===== src/rtl/cache_backing_mem.sv =====
// Backing-memory responder: one outstanding request, fixed LATENCY-cycle response.
// Writes commit and reads are captured on the acceptance edge; out-of-range addresses flag rsp_err.
module cache_backing_mem #(
    parameter int ADDR_WIDTH = 8,
    parameter int DATA_WIDTH = 32,
    parameter int DEPTH      = 64,
    parameter int LATENCY    = 3
) (
    input  logic                  clk,
    input  logic                  rst,
    input  logic                  req_valid,
    output logic                  req_ready,
    input  logic                  req_we,
    input  logic [ADDR_WIDTH-1:0] req_addr,
    input  logic [DATA_WIDTH-1:0] req_wdata,
    output logic                  rsp_valid,
    input  logic                  rsp_ready,
    output logic [DATA_WIDTH-1:0] rsp_data,
    output logic                  rsp_we,
    output logic                  rsp_err,
    output logic [1:0]            state_dbg
);
    // Handshakes: a transfer happens on a rising edge where valid and ready are both 1;
    // valid may drop while ready is 0, and response fields hold while rsp_valid waits for rsp_ready.

    localparam logic [1:0] IDLE = 2'd0;
    localparam logic [1:0] WAIT = 2'd1;
    localparam logic [1:0] RESP = 2'd2;

    localparam int CW = $clog2(LATENCY + 1);
    localparam int IW = (DEPTH > 1) ? $clog2(DEPTH) : 1;
    localparam logic [CW-1:0]       CNT_INIT = CW'(LATENCY - 1);
    localparam logic [CW-1:0]       CNT_ONE  = CW'(1);
    localparam logic [ADDR_WIDTH:0] DEPTH_W  = (ADDR_WIDTH + 1)'(DEPTH);

    logic [1:0]            state;
    logic [CW-1:0]         cnt;
    logic [DATA_WIDTH-1:0] mem [DEPTH] = '{default: '0};
    logic                  accept;
    logic                  in_range;
    logic [IW-1:0]         idx;

    assign req_ready = (state == IDLE);
    assign rsp_valid = (state == RESP);
    assign state_dbg = state;
    assign accept    = req_valid && req_ready;
    assign in_range  = ({1'b0, req_addr} < DEPTH_W);
    assign idx       = req_addr[IW-1:0];

    always_ff @(posedge clk) begin
        if (rst) begin
            state    <= IDLE;
            cnt      <= '0;
            rsp_data <= '0;
            rsp_we   <= 1'b0;
            rsp_err  <= 1'b0;
        end else begin
            case (state)
                IDLE: begin
                    if (accept) begin
                        rsp_we   <= req_we;
                        rsp_err  <= !in_range;
                        rsp_data <= (!req_we && in_range) ? mem[idx] : '0;
                        if (LATENCY == 1) begin
                            state <= RESP;
                        end else begin
                            state <= WAIT;
                            cnt   <= CNT_INIT;
                        end
                    end
                end
                WAIT: begin
                    // Leaving at cnt==1 keeps the counter from ever wrapping below 1.
                    if (cnt <= CNT_ONE) begin
                        state <= RESP;
                        cnt   <= '0;
                    end else begin
                        cnt <= cnt - CNT_ONE;
                    end
                end
                RESP: begin
                    if (rsp_ready) state <= IDLE;
                end
                default: state <= IDLE;
            endcase
        end
    end

    // The array is not reset; a write accepted before a reset stays committed.
    always_ff @(posedge clk) begin
        if (!rst && accept && req_we && in_range) mem[idx] <= req_wdata;
    end
endmodule


===== config.mk =====
export PLATFORM = sky130hd
export DESIGN_NAME = cache_backing_mem
export DESIGN_NICKNAME = d
export VERILOG_FILES = /design/src/rtl/cache_backing_mem.sv
export SDC_FILE = /design/constraint.sdc
export NUM_CORES = 2
export LEC_CHECK = 0
export BUFFER_PORTS_ARGS = -buffer_cell sky130_fd_sc_hd__buf_4
export CORE_MARGIN = 4
export CORE_UTILIZATION = 52
export CTS_BUF_LIST = sky130_fd_sc_hd__clkbuf_8
export CTS_CLUSTER_DIAMETER = 50
export DETAILED_ROUTE_END_ITERATION = 7
export HOLD_SLACK_MARGIN = 0.1
export PLACE_DENSITY = 0.74
export SYNTH_ARGS = -nofsm -noshare
export SYNTH_HDL_FRONTEND = slang
export SYNTH_SLANG_ARGS = --single-unit

===== constraint.sdc =====
create_clock -name clk -period 4.67 [get_ports clk]
set_input_delay 0.934 -clock clk [delete_from_list [all_inputs] [get_ports clk]]
set_output_delay 0.934 -clock clk [all_outputs]
set_load 0.01 [all_outputs]

==> results.md <==
- Max Cap Violations: 0
- Synth Warn #: 0
- Clock slew at reported path FFs: around 0.06 ns
- Post-synth top area share: about 77%
- Syn_nets: 4296
- Die Wd: roughly 400 µm
- Mapped Cells: 4251
- Critical path arrival: approximately 4.2 ns
- Final Cycle Share: roughly 70%
- Cell Area, Synth: roughly 0.08 mm²
- Final Power: between 30 and 40 mW
- Post-synth top flop: edfxtp_1
- Synthesized area per cell: 18.8 µm²
- Slew HR: about 18%
- Min cycle time layout: ~3.4 ns
- Skew-Pair Late Insertion Delay: just over 1 ns
- Netlist cell types: 61
- Post-cts resize count: 0
- Pwr Density: approximately 400 mW/mm²
- Pre-antenna DRT Iters: 6
- Synth Register Bits: between 2000 and 2500
- Hold crit path type: in2reg
- Layout area overhead: 12.9%
- Gr usage total: between 20% and 30%
- Worst-path fanout max: 48
- Clk sinks: about 2100
- Standby leakage power: 29.5 nW
- Hold buffer count at cts: 0
- Number of global-route vias before repair: ~44000
- Hold_sp: rsp_ready
- FMAX: a little under 0.3 GHz
- CP startpoint kind: primary input
- Largest net degree at the start of global routing: 81
- Worst Hold Slack: approximately 0.21 ns
- Final ANT Viol Nets: 0
- Skew final: 0.0664 ns
- CORE AREA: 0.152 mm²
- Area leader, netlist: edfxtp_1
- Initial antenna violation count: 8
- Sequential-to-total area share from yosys stat: about four fifths
- Fin nets: about 4700
- Initial drt markers: approximately 5900
- Final Max Tran Viols: 0
- Clock tree buffer depth: 4
- Post-DR vias/cell: between 6 and 7
- FP Rows: around 140
- Die Y: 400 µm
- Starting Density: 52.4%
- GRT overflow: 0
- Final WL: approximately 210000 µm
- CTS Buf Count: roughly 340
- Crit Path Class: in2reg
- Worst VDD drop: ~0.33 mV
- Dpl cell area: 0.0842 mm²
- Layout cells sized above 1: between 20% and 30%
- Worst R2R Start: state_dbg[1]
- Root Driver: clkbuf_8
- Final Hold Fails: 0
- Critical path endpoint category: register
- Setup tns final: 0 ns
- DIE AREA: ~0.16 mm²
- GP Congestion: between 0.8 and 0.9
- RSZ-0062 raised after global routing: false
- EDFF count, synth: about 2000
- I/O Pins: 83
- Critical path origin: req_addr[2]
- WL/cell: slightly above 30 µm
- Outcome: complete, no violations
- Final setup fails: 0
- Port bufs: 82
- Actual slew at the worst max-slew pin: between 1 and 1.5 ns
- Post-synth ARST share: 0%
- CTS tree: yes
- Global-route wire length before repair: around 300000 µm
- Postcts setup bufs: 0
- DP Wirelength: 123000 µm
- H-Tree Depth: 5
- Top cells by area, synth: edfxtp_1, mux2i_1, mux4_2, o22ai_1, a22oi_1
- Final Cell Area: 0.0900 mm²
- Vias: between 40000 and 50000
- Number of remaining DRC errors: 0
- Worst Path Required: around 5.5 ns
-- through the flow --
step	util (%)	cells	setup slack [ns]
floorplan	-	4251	0.594
global placement	55.3	6300	0.383
detailed placement	55.3	6300	0.359
CTS	59.1	6876	1.43
global route	59.1	6879	1.32
finish	59.1	6880	1.30
-- cell usage after synthesis (all sizes together) (10+ instances only) --
library cell,n
a31oi,24
o21ai,76
a2111oi,12
edfxtp,2048
o211a,10
o2111a,10
dfxtp,38
buf,193
o221ai,21
o22ai,180
nor3,24
clkbuf,96
a22o,61
a2bb2oi,14
nand2,116
a32oi,10
a221oi,122
a211oi,17
a22oi,144
nand4,17
mux2,81
o31ai,16
mux4,145
a221o,14
mux2i,366
nand3,29
a21oi,143
o2bb2ai,38
nor2,131
-- registers in the layout, indices dropped and copies added, names as in the netlist --
register,flops
state_dbg,2
cnt,2
rsp_we,1
mem,2048
rsp_data,32
rsp_err,1
-- power by group --
group	leakage, nW	total [mW]	internal (mW)	switching (mW)
combinational	7.36	1.85	0.577	1.27
sequential	18.7	20.6	20.6	0.0147
clock	3.43	13.8	7.03	6.80
-- kinds of logic (layout without fill, tap and decap cells) --
family / count (synthesis) / count (layout) / synth area share, %
AOI/OAI and AO/OA: 927 / 927 / 8.31
DFF: 2086 / 2086 / 78.0
other: 0 / 4 / 0
muxes: 592 / 592 / 9.83
buffers and inverters: 292 / 887 / 1.85
and+or+nand+nor: 354 / 354 / 1.97
-- placed cells by master, fill, tap and decap left out, types with 28 or more instances in the layout --
master	Yosys	layout
a21oi_1	143	143
a221oi_1	121	121
a22o_1	61	61
a22oi_1	144	144
buf_12	1	40
buf_4	35	265
clkbuf_8	0	349
clkinv_1	0	72
dfxtp_1	38	38
edfxtp_1	2048	2048
inv_1	2	127
mux2_2	81	81
mux2i_1	366	366
mux4_2	145	145
nand2_1	116	115
nand3_1	29	28
nor2_1	127	61
nor2_4	0	66
o21ai_0	76	76
o22ai_1	180	180
o2bb2ai_1	38	38
-- worst max-delay path, stage by stage --
cell and delay [ns]:
buf_8 0.21, buf_4 0.30, and3_1 0.37, buf_4 0.33, a22o_1 0.22, o31ai_1 0.63, nand4_1 0.27, a211oi_1 0.73
a21oi_1 0.13
-- worst paths after layout --
kind	to	slack (ns)	cells after the start
setup / recovery	rsp_data[23]	1.30	9
hold / removal	state_dbg[1]	0.21	3
setup reg to reg	mem[52][28]	1.45	7
hold reg to reg	rsp_we	0.47	2
-- layer usage --
metal  part of all wire, %  vias up  track usage (%)
met1                    38    22700             36.3
met2                    46     2909             39.3
met5                 0.037        -                0
li1                      -    18400                -
met3                    12      511             6.12
met4                   4.6       10             11.5
-- layout make-up --
class,count,area [µm²]
diodes,4,10.0
clock buffers,349,4800
clock inverters,227,980
fillers,10800,62200
inverters,3,12.5
multi-input cells,1873,16600
flip-flops and latches,2086,62300
well taps,2030,2540
repair buffers,308,2840
No activity file was read; power rests on OpenSTA's default activity.
